### src/rtl/ddr2_wdf_burst_buffer_pkg.sv
// ----------------------------------------------------------------------------
// ddr2_wdf_burst_buffer_pkg
//   Shared definitions for the DDR2 write-data FIFO:
//     - default data/mask widths and the burst-length-derived words per burst
//     - DDR2_WDF_ADDR_W(depth): FIFO address width, i.e. log2(depth)
//     - wdf_op_e: the push/pop combination seen in one clock
//     - beat_width(): width of the beat counter, never narrower than 1 bit
//   Optional feature macro used by the block: DDR2_WDF_MASK_EN (byte-mask
//   storage). It is not referenced in this file.
// ----------------------------------------------------------------------------
`ifndef DDR2_WDF_ADDR_W
`define DDR2_WDF_ADDR_W(depth) $clog2(depth)
`endif

package ddr2_wdf_burst_buffer_pkg;

    // Board-level defaults: x16 device, BL4 (two {rise,fall} words per burst).
    localparam int DDR2_DQ_WIDTH     = 16;
    localparam int DDR2_DM_WIDTH     = 2;
    localparam int DDR2_BURST_WORDS  = 2;
    localparam int DDR2_WDF_DEPTH    = 16;
    localparam int DDR2_AFULL_MARGIN = 4;

    // Encoding is {pop, push} so the accepted strobes can be cast directly.
    typedef enum logic [1:0] {
        WDF_IDLE = 2'b00,
        WDF_PUSH = 2'b01,
        WDF_POP  = 2'b10,
        WDF_BOTH = 2'b11
    } wdf_op_e;

    // A single-word burst still needs a 1-bit counter to hold a legal type.
    function automatic int beat_width(input int burst_words);
        return (burst_words > 1) ? $clog2(burst_words) : 1;
    endfunction

endpackage

### src/rtl/ddr2_wdf_ram.sv
// ----------------------------------------------------------------------------
// ddr2_wdf_ram
//   Simple dual-port storage for the write-data FIFO. Writes are synchronous;
//   the read is registered straight into the output stage, so the read port
//   doubles as the wdf_data/mask_data register and holds between reads.
//   Ports:
//     clk        in   controller clock
//     reset      in   asynchronous active-high reset (output register only)
//     i_wr_en    in   write strobe
//     i_wr_addr  in   write address
//     i_wr_data  in   write word
//     i_rd_en    in   read strobe (loads the output register)
//     i_rd_addr  in   read address
//     o_rd_data  out  registered read word, 0 after reset
// ----------------------------------------------------------------------------
module ddr2_wdf_ram #(
    parameter int WIDTH = 32,
    parameter int DEPTH = 16,
    parameter int ADDR_W = `DDR2_WDF_ADDR_W(DEPTH)
) (
    input  logic              clk,
    input  logic              reset,
    input  logic              i_wr_en,
    input  logic [ADDR_W-1:0] i_wr_addr,
    input  logic [WIDTH-1:0]  i_wr_data,
    input  logic              i_rd_en,
    input  logic [ADDR_W-1:0] i_rd_addr,
    output logic [WIDTH-1:0]  o_rd_data
);

    // Storage is deliberately left unreset so it can map onto RAM primitives.
    logic [WIDTH-1:0] r_mem [DEPTH];
    logic [WIDTH-1:0] r_rd_data;

    always_ff @(posedge clk) begin
        if (i_wr_en) begin
            r_mem[i_wr_addr] <= i_wr_data;
        end
    end

    // Output stage: the popped word lands here one clock after the pop.
    always_ff @(posedge clk or posedge reset) begin
        if (reset) begin
            r_rd_data <= '0;
        end else if (i_rd_en) begin
            r_rd_data <= r_mem[i_rd_addr];
        end
    end

    assign o_rd_data = r_rd_data;

endmodule

### src/rtl/ddr2_wdf_burst_buffer.sv
// ----------------------------------------------------------------------------
// ddr2_wdf_burst_buffer
//   Write-data FIFO between the user write interface and the DDR2 write
//   datapath. Buffers {rise,fall} data (and optionally mask) words, hands them
//   to the write datapath one per pop with a 1-cycle registered latency,
//   marks the last word of each burst, signals almost-full back-pressure and
//   keeps sticky overflow/underrun flags.
//   Optional feature: define DDR2_WDF_MASK_EN to store the byte mask with the
//   data; otherwise the mask input is ignored and mask_data is 0.
//   Ports:
//     clk            in   controller clock, all logic on posedge
//     reset          in   asynchronous active-high reset
//     app_wdf_wren   in   push one word
//     app_wdf_data   in   write data {rise,fall}
//     app_mask_data  in   byte mask {rise,fall}, 1 = masked
//     app_wdf_afull  out  count >= DEPTH-AFULL_MARGIN
//     ctrl_wdf_rden  in   pop one word
//     wdf_data       out  registered popped data
//     mask_data      out  registered popped mask (0 without mask storage)
//     wdf_burst_rdy  out  count >= BURST_WORDS
//     wdf_last_beat  out  registered, set with the pop of a burst's last word
//     wdf_overflow   out  sticky, push while full
//     wdf_underrun   out  sticky, pop while empty
// ----------------------------------------------------------------------------
module ddr2_wdf_burst_buffer
    import ddr2_wdf_burst_buffer_pkg::*;
#(
    parameter int DQ_WIDTH     = DDR2_DQ_WIDTH,
    parameter int DM_WIDTH     = DDR2_DM_WIDTH,
    parameter int DEPTH        = DDR2_WDF_DEPTH,
    parameter int AFULL_MARGIN = DDR2_AFULL_MARGIN,
    parameter int BURST_WORDS  = DDR2_BURST_WORDS
) (
    input  logic                  clk,
    input  logic                  reset,
    input  logic                  app_wdf_wren,
    input  logic [2*DQ_WIDTH-1:0] app_wdf_data,
    input  logic [2*DM_WIDTH-1:0] app_mask_data,
    output logic                  app_wdf_afull,
    input  logic                  ctrl_wdf_rden,
    output logic [2*DQ_WIDTH-1:0] wdf_data,
    output logic [2*DM_WIDTH-1:0] mask_data,
    output logic                  wdf_burst_rdy,
    output logic                  wdf_last_beat,
    output logic                  wdf_overflow,
    output logic                  wdf_underrun
);

    localparam int WORD_W = 2 * DQ_WIDTH;
    localparam int MASK_W = 2 * DM_WIDTH;
    localparam int ADDR_W = `DDR2_WDF_ADDR_W(DEPTH);
    localparam int BEAT_W = beat_width(BURST_WORDS);
`ifdef DDR2_WDF_MASK_EN
    localparam int RAM_W  = WORD_W + MASK_W;
`else
    localparam int RAM_W  = WORD_W;
`endif

    localparam logic [ADDR_W:0]   C_DEPTH     = (ADDR_W + 1)'(DEPTH);
    localparam logic [ADDR_W:0]   C_AFULL     = (ADDR_W + 1)'(DEPTH - AFULL_MARGIN);
    localparam logic [ADDR_W:0]   C_BURST     = (ADDR_W + 1)'(BURST_WORDS);
    localparam logic [BEAT_W-1:0] C_LAST_BEAT = BEAT_W'(BURST_WORDS - 1);

    logic [ADDR_W-1:0] r_wr_ptr;
    logic [ADDR_W-1:0] r_rd_ptr;
    logic [ADDR_W:0]   r_count;
    logic [BEAT_W-1:0] r_beat;
    logic              r_last_beat;
    logic              r_overflow;
    logic              r_underrun;

    logic              w_full;
    logic              w_empty;
    logic              w_push;
    logic              w_pop;
    wdf_op_e           w_op;
    logic [ADDR_W:0]   w_count_nxt;
    logic [RAM_W-1:0]  w_ram_wdata;
    logic [RAM_W-1:0]  w_ram_rdata;

    assign w_full  = (r_count == C_DEPTH);
    assign w_empty = (r_count == '0);

    // Acceptance uses only the registered count: a full FIFO refuses a push
    // even if a pop frees a slot in the same clock, and a word written into an
    // empty FIFO cannot be read until the next clock (no fall-through).
    assign w_push = app_wdf_wren && !w_full;
    assign w_pop  = ctrl_wdf_rden && !w_empty;
    assign w_op   = wdf_op_e'({w_pop, w_push});

    always_comb begin
        w_count_nxt = r_count;
        case (w_op)
            WDF_PUSH: w_count_nxt = r_count + 1'b1;
            WDF_POP:  w_count_nxt = r_count - 1'b1;
            default:  w_count_nxt = r_count;
        endcase
    end

    // Pointers wrap naturally because DEPTH is a power of two.
    always_ff @(posedge clk or posedge reset) begin
        if (reset) begin
            r_wr_ptr <= '0;
            r_rd_ptr <= '0;
            r_count  <= '0;
        end else begin
            if (w_push) begin
                r_wr_ptr <= r_wr_ptr + 1'b1;
            end
            if (w_pop) begin
                r_rd_ptr <= r_rd_ptr + 1'b1;
            end
            r_count <= w_count_nxt;
        end
    end

    // Beat tracking: last_beat is a one-clock marker aligned with the word it
    // describes, so it drops again on any clock without a matching pop.
    always_ff @(posedge clk or posedge reset) begin
        if (reset) begin
            r_beat      <= '0;
            r_last_beat <= 1'b0;
        end else begin
            r_last_beat <= w_pop && (r_beat == C_LAST_BEAT);
            if (w_pop) begin
                r_beat <= (r_beat == C_LAST_BEAT) ? '0 : r_beat + 1'b1;
            end
        end
    end

    always_ff @(posedge clk or posedge reset) begin
        if (reset) begin
            r_overflow <= 1'b0;
            r_underrun <= 1'b0;
        end else begin
            if (app_wdf_wren && w_full) begin
                r_overflow <= 1'b1;
            end
            if (ctrl_wdf_rden && w_empty) begin
                r_underrun <= 1'b1;
            end
        end
    end

`ifdef DDR2_WDF_MASK_EN
    assign w_ram_wdata = {app_mask_data, app_wdf_data};
    assign wdf_data    = w_ram_rdata[WORD_W-1:0];
    assign mask_data   = w_ram_rdata[RAM_W-1:WORD_W];
`else
    // Without mask storage every byte is written.
    logic w_unused_mask;
    assign w_unused_mask = ^app_mask_data;
    assign w_ram_wdata   = app_wdf_data;
    assign wdf_data      = w_ram_rdata;
    assign mask_data     = '0;
`endif

    ddr2_wdf_ram #(
        .WIDTH  (RAM_W),
        .DEPTH  (DEPTH),
        .ADDR_W (ADDR_W)
    ) u_ram (
        .clk       (clk),
        .reset     (reset),
        .i_wr_en   (w_push),
        .i_wr_addr (r_wr_ptr),
        .i_wr_data (w_ram_wdata),
        .i_rd_en   (w_pop),
        .i_rd_addr (r_rd_ptr),
        .o_rd_data (w_ram_rdata)
    );

    assign app_wdf_afull = (r_count >= C_AFULL);
    assign wdf_burst_rdy = (r_count >= C_BURST);
    assign wdf_last_beat = r_last_beat;
    assign wdf_overflow  = r_overflow;
    assign wdf_underrun  = r_underrun;

endmodule

### config.mk
export PLATFORM = sky130hd
export DESIGN_NAME = ddr2_wdf_burst_buffer
export DESIGN_NICKNAME = d
export VERILOG_FILES = /design/src/rtl/ddr2_wdf_burst_buffer_pkg.sv /design/src/rtl/ddr2_wdf_ram.sv /design/src/rtl/ddr2_wdf_burst_buffer.sv
export SDC_FILE = /design/constraint.sdc
export NUM_CORES = 1
export LEC_CHECK = 0
export BUFFER_PORTS_ARGS = -buffer_cell sky130_fd_sc_hd__clkbuf_2
export CAP_MARGIN = 10
export CORE_ASPECT_RATIO = 0.7
export CORE_MARGIN = 4
export CORE_UTILIZATION = 61
export CTS_CLUSTER_DIAMETER = 60
export DETAILED_ROUTE_END_ITERATION = 16
export PLACE_DENSITY = 0.76
export SLEW_MARGIN = 30
export SYNTH_ARGS = -nofsm -noshare
export SYNTH_HDL_FRONTEND = slang
export SYNTH_SLANG_ARGS = --single-unit
### constraint.sdc
create_clock -name clk -period 5.2 [get_ports clk]
set_input_delay 1.3 -clock clk [delete_from_list [all_inputs] [get_ports clk]]
set_output_delay 1.3 -clock clk [all_outputs]
set_load 0.02 [all_outputs]
### Word level (Yosys, flattened, before mapping)

Memories as Yosys holds them, arrays and structs flattened. A register that Yosys moved wholly into a read port is not among the register bits.
Cells that the tools add are included.

* bits in registers: 17
* memory bits (writable): 512
* input port bits: 40
* output and inout bits: 41
* logic and storage cells: 31
* memories: 1

* add/sub/neg operators: 5
* $lt $le $gt $ge: 2
* equal/unequal tests: 3
* multiplexer cells: 4
* reductions and logical operators: 9

Memories
* u_ram.r_mem: words 16, bits a word 32, rd ports 1, clocked after memory_dff 1, wr ports 1, RTL line ddr2_wdf_ram.sv:32 `logic [WIDTH-1:0] r_mem [DEPTH];`

Operator list (number)
* 5-bit case mux with 2 select lines: 1
* 4-bit by 1-bit adder with 4-bit output, second input constant: 2
* 5-bit by 1-bit adder with 5-bit output, second input constant: 1
* 5-bit equality test, second input constant: 1
* 5-bit by 2-bit >= comparator with 1-bit output, second input constant: 1
* 5-bit by 4-bit >= comparator with 1-bit output, second input constant: 1
* 1-bit logical AND: 5
* 5-bit logical NOT: 1
* 5-bit by 1-bit subtractor with 5-bit output, second input constant: 1
* 1-bit two-way mux: 3
* 2-bit by 1-bit equality test with 1-bit output, second input constant: 1
* 2-bit equality test, second input constant: 1
* 1-bit logical NOT: 2
* 2-bit nonzero test: 1
* 1-bit adder, second input constant: 1

### Depth between registers and ports, before layout

Gate-level depths: netlist (run 1).

* word-level depth: 5
* depth in mapped cells: 12
* mapped depth without buffers: 10

### Modules after synthesis

From an unflattened synthesis (run 1), not the netlist that was laid out.

* cell total of the unflattened synthesis: 956
* area, all modules: 21629.5 µm²

Modules (own cells, without submodules)
* ddr2_wdf_ram: times used 1, cells each 877, area an instance 20724.9 µm², sequential area each 16175.5 µm²
* ddr2_wdf_burst_buffer: times used 1, cells each 79, area an instance 904.6 µm², sequential area each 425.4 µm²

### Least setup slack after synthesis (run 1)

OpenSTA, ideal clock, no wires.

* kind: input port to flip-flop
* start: input app_wdf_wren
* end: memory u_ram.r_mem[3][0], enable pin
* library setup time: 0.461 ns
* data arrival time: 4.060 ns
* required time: 4.739 ns
* path slack: 0.679 ns
* cell stages on the path: 4
* buffers on the path: 0
* path through: inv_1 -> a31oi_2 -> nand2_1 -> nor3_1

* longest elaborated chain between the ends: 3

RTL lines
* from (decl): RTL line ddr2_wdf_burst_buffer.sv:36 `input logic app_wdf_wren,`
* 1-bit logical AND: RTL line ddr2_wdf_burst_buffer.sv:87 `assign w_push = app_wdf_wren && !w_full;`
* 1-bit two-way mux: RTL line ddr2_wdf_ram.sv:36 `if (i_wr_en) begin`
* 1-bit two-way mux (implied by the code): RTL line ddr2_wdf_ram.sv:37 `r_mem[i_wr_addr] <= i_wr_data;`
* to (decl): RTL line ddr2_wdf_ram.sv:32

No other way between the ends.

### Worst setup path after layout (run 1)

* start: input app_wdf_wren
* end: memory u_ram.r_mem[10][0], enable pin

Same word-level chain as after synthesis.

==> key figures, run 1 <==
Clocking
  – Cell at the root of the clock tree: clkbuf_16
  – Clock net sink count: around 560
  – Number of gates given a new drive strength after cts: 0
  – Clock tree from TritonCTS: yes
  – Worst-Skew Late Latency: 580 ps
  – Number of buffers inserted to repair setup after CTS: 0
  – Depth of the CTS H-tree: 2
  – Max Buffers Root-to-Sink: 3
  – Post-cts hold buffer count: 0
  – Clock-pin slew reported for the worst setup and hold paths after clock tree synthesis: roughly 60 ps
  – Number of buffers created by CTS: slightly below 50

Setup path
  – Worst EP required: 5440 ps
  – Kind of capture point of the worst setup path: register
  – CP arrival: roughly 3500 ps
  – Startpoint type of the worst setup path: input pin
  – Critical path class: in -> reg
  – Largest driver fanout on the critical path: 18

Route
  – Via count: a little over 10,000
  – Number of nets with antenna violations after routing: 0
  – Initial DRT Pass Iterations: 5
  – Routed wire length per instance: 27.7 microns
  – Initial DRC Count: 1,307
  – Final WL: 43,900 microns
  – Detailed-route vias per instance: roughly 6.4
  – Drt drc: 0

Final layout
  – Fin util: between 60 and 70%
  – Layout overhead on the synthesized area: 12.0%
  – Layout cell share with drive strength beyond 1: approximately 37%
  – Final Instance Area: 0.0243 sq mm
  – Number of diodes added for antenna fixing: 0
  – Post-layout nets: 1,121

Synthesis
  – Post-synthesis cell count: 973
  – Post-synth top area cell: edfxtp_1
  – Proportion of synthesized chip area in sequential cells: between 70% and 80%
  – Fraction of registers with async set or reset after synthesis: between 8 and 9%
  – Library cell with the highest instance count after synthesis: edfxtp_1
  – Avg Synthesized Cell Area: between 20 and 25 sq um
  – Count of distinct cell types in the synthesized netlist: 46
  – Most numerous cell types in the synthesized netlist: edfxtp_1, mux4_2, dfrtp_1
  – Fraction of post-synthesis cell area in the top cell type by area: 71.0%
  – Leading post-synthesis cells by cell area: edfxtp_1, mux4_2, dfrtp_1
  – Synthesis warning total: 0
  – Most used flip-flop cell after synthesis: edfxtp_1
  – Register bit total from synthesis: 561
  – Number of flops mapped to enable cells by yosys: slightly above 500
  – Area of the mapped netlist: approximately 0.022 sq mm

Timing
  – Number of max-slew violations in the final report: 0
  – Worst Clk Skew: roughly 16 ps
  – Count of endpoints failing hold in the final timing report: 0
  – Hold_ws: around 460 ps
  – Maximum operating frequency: approximately 300 MHz
  – Final total negative setup slack: 0 ps
  – Setup repair after global routing missed its margin: false
  – Max-Slew Margin vs Limit: about a third
  – Worst Max-Slew Pin Slew: 981 ps
  – Fin crit share: between 60 and 70%
  – Shortest clock period the worst path allows after layout: roughly 3300 ps
  – # setup viols final: 0

Place
  – Final estimated routing congestion in global placement: approximately 0.76
  – Placed instance area: about 0.023 sq mm
  – Port Buffers: a little over 70
  – Detailed placer's ending HPWL: around 24,000 microns

Run
  – Max-capacitance violation count: 0

Pwr
  – Peak supply drop: between 0.4 and 0.5 mV
  – Power per cell area: approximately 540 mW/mm^2
  – Final Power: around 13,000 uW
  – Static leakage power: between 0.007 and 0.008 uW

GRT
  – First-pass GRT wire length: between 60,000 and 70,000 microns
  – Initial antenna violation count: 1
  – Number of global-route vias before repair: 10,500
  – GRT Total Usage: approximately a quarter
  – Grt ovf: 0
  – Maximum number of pins on one net before global-route repair: a little over 70

Die
  – Std-Cell Core Area: ~0.035 sq mm
  – Floorplan die area: between 0.03 and 0.04 sq mm
  – Die Width: roughly 230 microns
  – Height of the die: between 150 and 200 microns
  – Effective utilization at floorplan: around 62%
  – Number of top-level design ports: between 80 and 90
  – Core Rows: between 50 and 60

Min path
  – Path type of the worst min-delay path: reg -> reg

Status
  – Result of the run: finished clean
[per-stage QoR]
stage / cells / worst slack (ps)
after global routing: 1585 / 1840
after CTS: 1585 / 1940
after detailed placement: 1493 / 1330
final: 1585 / 1910
after global placement: 1492 / 1410
after floorplan: 976 / 679
[path summary, 6_finish.rpt]
kind,start,endpoint,slack [ps],depth (start not counted)
setup / recovery,app_wdf_wren,u_ram.r_mem[10][0],1910,6
hold / removal,r_beat,r_beat,460,1
setup reg to reg,r_count[0],u_ram.r_mem[10][0],2030,5
hold reg to reg,r_beat,r_beat,460,1
max in group asynchronous,reset,u_ram.o_rd_data[6],3590,3
min in group asynchronous,reset,u_ram.o_rd_data[18],820,2
[cell families after synthesis]
group | synth area share [%]
other | 0.0173
flip-flops | 76.6
multiplexers | 15.1
AO/OA/AOI/OAI | 4.30
adder cells (fa/ha/maj) | 0.520
XOR/XNOR | 0.445
buffers and inverters | 1.85
AND/OR/NAND/NOR | 1.19
[power by group]
| group | leakage, uW | internal (uW) | switching (uW) |
|---|---|---|---|
| clock network | 0.000774 | 1960 | 1560 |
| logic | 0.00191 | 1720 | 1860 |
| registers | 0.00517 | 5530 | 491 |
[worst max-delay path, stage by stage]
cell      delay (ps)
clkbuf_2          90
inv_1             40
a31oi_2          540
nand2_1          370
nor2_4           730
buf_4            430
[metal layers]
metal,routed length (microns),part of all wire (%),vias to the layer above,global-route usage [%]
met5,13,0.030,-,0
li1,-,-,4270,-
met4,769,1.8,2,5.14
met2,20600,47,422,34.1
met1,19100,43,5455,37.5
met3,3400,7.7,55,4.84
[sequential cells by signal, indices dropped and copies added (netlist names)]
signal and cells:
r_beat 1, r_count 5, r_rd_ptr 4, r_wr_ptr 4, u_ram.o_rd_data 32, u_ram.r_mem 512, wdf_last_beat 1, wdf_overflow 1
wdf_underrun 1
[placed cells by master, fill, tap and decap left out, drive strengths merged]
master	instances
edfxtp	512
clkbuf	142
mux4	128
o22ai	64
dfrtp	49
mux2	34
buf	34
a21oi	34
clkinv	20
nor2	16
ha	9
nand2	8
nand2b	7
xnor2	6
xor2	5
o21ai	5
inv	5
nor3	5
conb	4
and2	2
nor3b	2
nand4	2
bufinv	2
a21boi	2
or2	1
or3	1
o311ai	1
a31oi	1
a21o	1
a31o	1
a41o	1
o211a	1
or4	1
nand3	1
nor4	1
and2b	1
and3b	1
a32oi	1
nor2b	1
a311oi	1
[final cells by class]
class / instances / area (sq um)
multi-input cells: 349 / 4800
repair buffers: 106 / 673
clock inverters: 22 / 185
inverters: 5 / 20.0
fillers: 2044 / 10600
well taps: 472 / 591
clock buffers: 70 / 1390
flip-flops and latches: 561 / 16600
Power figures use the tool's default switching activity.
==> run 2: changes to the inputs <==
- ABC_AREA: unset -> 1
- CORE_UTILIZATION: 61 -> 56
- PLACE_DENSITY: 0.76 -> 0.73
- clock period: 5.2 -> 2.8 ns (I/O delays scaled with it)
==> key figures, run 2 <==
Status
  – Result of the run: finished clean (unchanged)

Synthesis
  – Count of distinct cell types in the synthesized netlist: 25 (was 46)
  – Avg Synthesized Cell Area: 11.7 sq um (was 22.3 sq um)
  – Library cell with the highest instance count after synthesis: nand2_1 (was edfxtp_1)
  – Proportion of synthesized chip area in sequential cells: 72.9% (was 76.6%)
  – Synthesis warning total: 0 (unchanged)
  – Post-synth top area cell: edfxtp_1 (unchanged)
  – Number of flops mapped to enable cells by yosys: 512 (unchanged)
  – Area of the mapped netlist: 0.0228 sq mm (was 0.0217 sq mm)
  – Most used flip-flop cell after synthesis: edfxtp_1 (unchanged)
  – Fraction of registers with async set or reset after synthesis: 8.73% (unchanged)
  – Most numerous cell types in the synthesized netlist: nand2_1, edfxtp_1, nand3_1 (was edfxtp_1, mux4_2, dfrtp_1)
  – Leading post-synthesis cells by cell area: edfxtp_1, nand2_1, nand3_1 (was edfxtp_1, mux4_2, dfrtp_1)
  – Register bit total from synthesis: 561 (unchanged)
  – Fraction of post-synthesis cell area in the top cell type by area: 67.5% (was 71.0%)
  – Post-synthesis cell count: 1,940 (was 973)

Timing
  – Shortest clock period the worst path allows after layout: approximately 2400 ps
  – Number of max-slew violations in the final report: 0 (unchanged)
  – Setup repair after global routing missed its margin: false (unchanged)
  – Worst Clk Skew: 33.0 ps (was 15.8 ps)
  – Max-Slew Margin vs Limit: 46.5% (was 34.6%)
  – Maximum operating frequency: 409 MHz
  – Count of endpoints failing hold in the final timing report: 0 (unchanged)
  – Worst Max-Slew Pin Slew: 802 ps (was 981 ps)
  – Fin crit share: between 80% and 90%
  – # setup viols final: 0 (unchanged)

Final layout
  – Number of flip-flops under the largest register name: 512 (unchanged)
  – Post-layout instance count excluding filler cells: 2,589 (was 1,585)
  – Most frequent cells in the layout: nand2_1, edfxtp_1, nand3_1 (was edfxtp_1, mux4_2, clkbuf_2)
  – Post-layout nets: 2,060 (was 1,121)
  – Fin util: 64.0% (was 69.6%)
  – Layout cell share with drive strength beyond 1: 11.3% (was 36.7%)
  – Most frequent standard cell in the layout excluding fill and tap cells: nand2_1 (was edfxtp_1)
  – Number of diodes added for antenna fixing: 0 (unchanged)
  – Largest reg by FF count: u_ram.r_mem (unchanged)
  – Layout overhead on the synthesized area: 12.3% (was 12.0%)

Pwr
  – Net switching power of the design: 9800 uW (was 3920 uW)
  – Logic gate share of total power: 33.8% (was 27.3%)
  – Peak supply drop: 0.810 mV (was 0.455 mV)
  – Static leakage power: 0.00985 uW (was 0.00786 uW)
  – Switching power share of the total: 36.6% (was 29.8%)
  – Power share of the sequential group: 40.2% (was 45.9%)
  – Clock power share: 26.0% (was 26.9%)
  – Cell internal power dissipation: 17,000 uW (was 9210 uW)
  – Power per cell area: 1050 mW/mm^2 (was 541 mW/mm^2)

Route
  – Drt drc: 0 (unchanged)
  – Final WL: 52,800 microns (was 43,900 microns)
  – Number of nets with antenna violations after routing: 0 (unchanged)
  – Initial DRT Pass Iterations: 5 (unchanged)
  – Detailed-route vias per instance: 5.70 (was 6.44)
  – Via count: 14,800 (was 10,200)
  – Routed wire length per instance: 20.4 microns (was 27.7 microns)
  – Initial DRC Count: 1,663 (was 1,307)

Clocking
  – Number of buffers inserted to repair setup after CTS: 0 (unchanged)
  – Worst-Skew Late Latency: 580 ps (about the same)
  – Number of gates given a new drive strength after cts: 0 (unchanged)
  – Post-cts hold buffer count: 0 (unchanged)
  – Number of buffers created by CTS: 51 (was 49)
  – Clock net sink count: 561 (unchanged)
  – Depth of the CTS H-tree: 2 (unchanged)
  – Max Buffers Root-to-Sink: 3 (unchanged)
  – Cell at the root of the clock tree: clkbuf_16 (unchanged)
  – Clock-pin slew reported for the worst setup and hold paths after clock tree synthesis: 70 ps (was 60 ps)
  – Clock tree from TritonCTS: yes (unchanged)

Die
  – Std-Cell Core Area: 0.0399 sq mm (was 0.0349 sq mm)
  – Height of the die: 177 microns (was 166 microns)
  – Die Width: 249 microns (was 233 microns)
  – Effective utilization at floorplan: 57.0% (was 62.1%)
  – Number of top-level design ports: 81 (unchanged)
  – Floorplan die area: 0.0440 sq mm (was 0.0386 sq mm)
  – Core Rows: 61 (was 57)

GRT
  – First-pass GRT wire length: 81,700 microns (was 67,300 microns)
  – Initial antenna violation count: 2 (was 1)
  – Grt ovf: 0 (unchanged)
  – Maximum number of pins on one net before global-route repair: 136 (was 72)
  – GRT Total Usage: 23.8% (was 23.4%)
  – Number of global-route vias before repair: 14,400 (was 10,500)

Setup path
  – Worst EP required: 3300 ps (was 5440 ps)
  – Startpoint type of the worst setup path: register (was input pin)
  – Largest driver fanout on the critical path: 6 (was 18)
  – CP arrival: 2950 ps (was 3530 ps)
  – Critical path class: reg -> reg (was in -> reg)
  – FF-to-FF path depth: 13 (was 5)
  – Kind of capture point of the worst setup path: register (unchanged)
  – Internal reg-to-reg setup slack: 360 ps (was 2030 ps)

Place
  – Instance count after placement with tap cells included: 2,493 (was 1,493)
  – Final estimated routing congestion in global placement: 0.781 (was 0.763)
  – Detailed placer's ending HPWL: 29,300 microns (was 24,200 microns)
  – Port Buffers: 72 (unchanged)

Run
  – Max-capacitance violation count: 0 (unchanged)

Min path
  – Path type of the worst min-delay path: in -> async (was reg -> reg)
run 2: cell types whose count changed after synthesis, sizes merged, moves of 34 or more:
cell	previous run	this run
mux4	128	0
nand2	8	798
buf	45	101
nand3	1	370
o22ai	64	0
mux2	34	0
run 2: area by class of cell:
| class | instances | area, sq um |
|---|---|---|
| multi-input combinational | 1240 | 5420 |
| sequential | 561 | 16600 |
| timing repair buffer | 130 | 1070 |
| clock buffer | 71 | 1450 |
| clock inverter | 25 | 234 |
| fill | 2975 | 14400 |
| tap | 535 | 669 |
| inverter | 27 | 109 |
run 2: kinds of logic (layout without fill, tap and decap cells):
kind of cell,count (synthesis),in the layout,synth area share (%)
and+or+nand+nor,1193,1193,21.7
buffers and inverters,142,253,3.88
AOI/OAI and AO/OA,24,24,0.571
xor gates and xnor gates,10,10,0.385
adders and majority gates,9,9,0.495
DFF,561,561,72.9
other,1,4,0.0165
run 2: worst paths after layout:
check,end,startpoint
min in group clk,wdf_overflow,app_wdf_wren
max,r_count[4],r_count[3]
max reg2reg,r_count[4],r_count[3]
min,u_ram.o_rd_data[24],reset
max in group asynchronous,u_ram.o_rd_data[3],reset
min reg2reg,wdf_underrun,wdf_underrun
run 2: per-stage QoR:
step	hold slack [ps]	setup WS (ps)	area (sq um)	total power [uW]	setup TNS [ps]
2_1_floorplan	465	-55.5	22800	17300	-22060
3_3_place_gp	460	289	23900	19700	0
3_5_place_dp	463	273	23900	19900	0
4_1_cts	241	394	25600	26900	0
5_1_grt	275	86.2	25600	28300	0
6_report	238	355	25600	26800	0
run 2: layer usage:
metal	vias to the layer above	part of all wire (%)	global-route usage, %
met5	-	0.064	0
met4	4	2.0	5.97
met3	97	8.8	3.97
met2	635	46	38.3
met1	7197	43	34.7
li1	6819	-	-
run 2: worst max-delay path, cell delays in order, from the launching register on:
cell     delay (ps)
dfrtp_1         430
nor2_2          170
nand4_1         110
nand2_1         350
ha_1            370
xor2_1          220
ha_1            170
inv_1            40
nand2_1          80
nand3_1          80
nand2_1          80
xor2_1          150
nand2_1          70
nand2_1          50
run 2: power groups by stage:
stage | Clock [uW] | Combinational [uW] | Sequential, uW
finish | 6960 | 9040 | 10800
global route | 7420 | 10000 | 10900
CTS | 7060 | 9060 | 10800
detailed placement | 0 | 9000 | 10900
global placement | 0 | 8770 | 10900
floorplan | 0 | 6230 | 11100
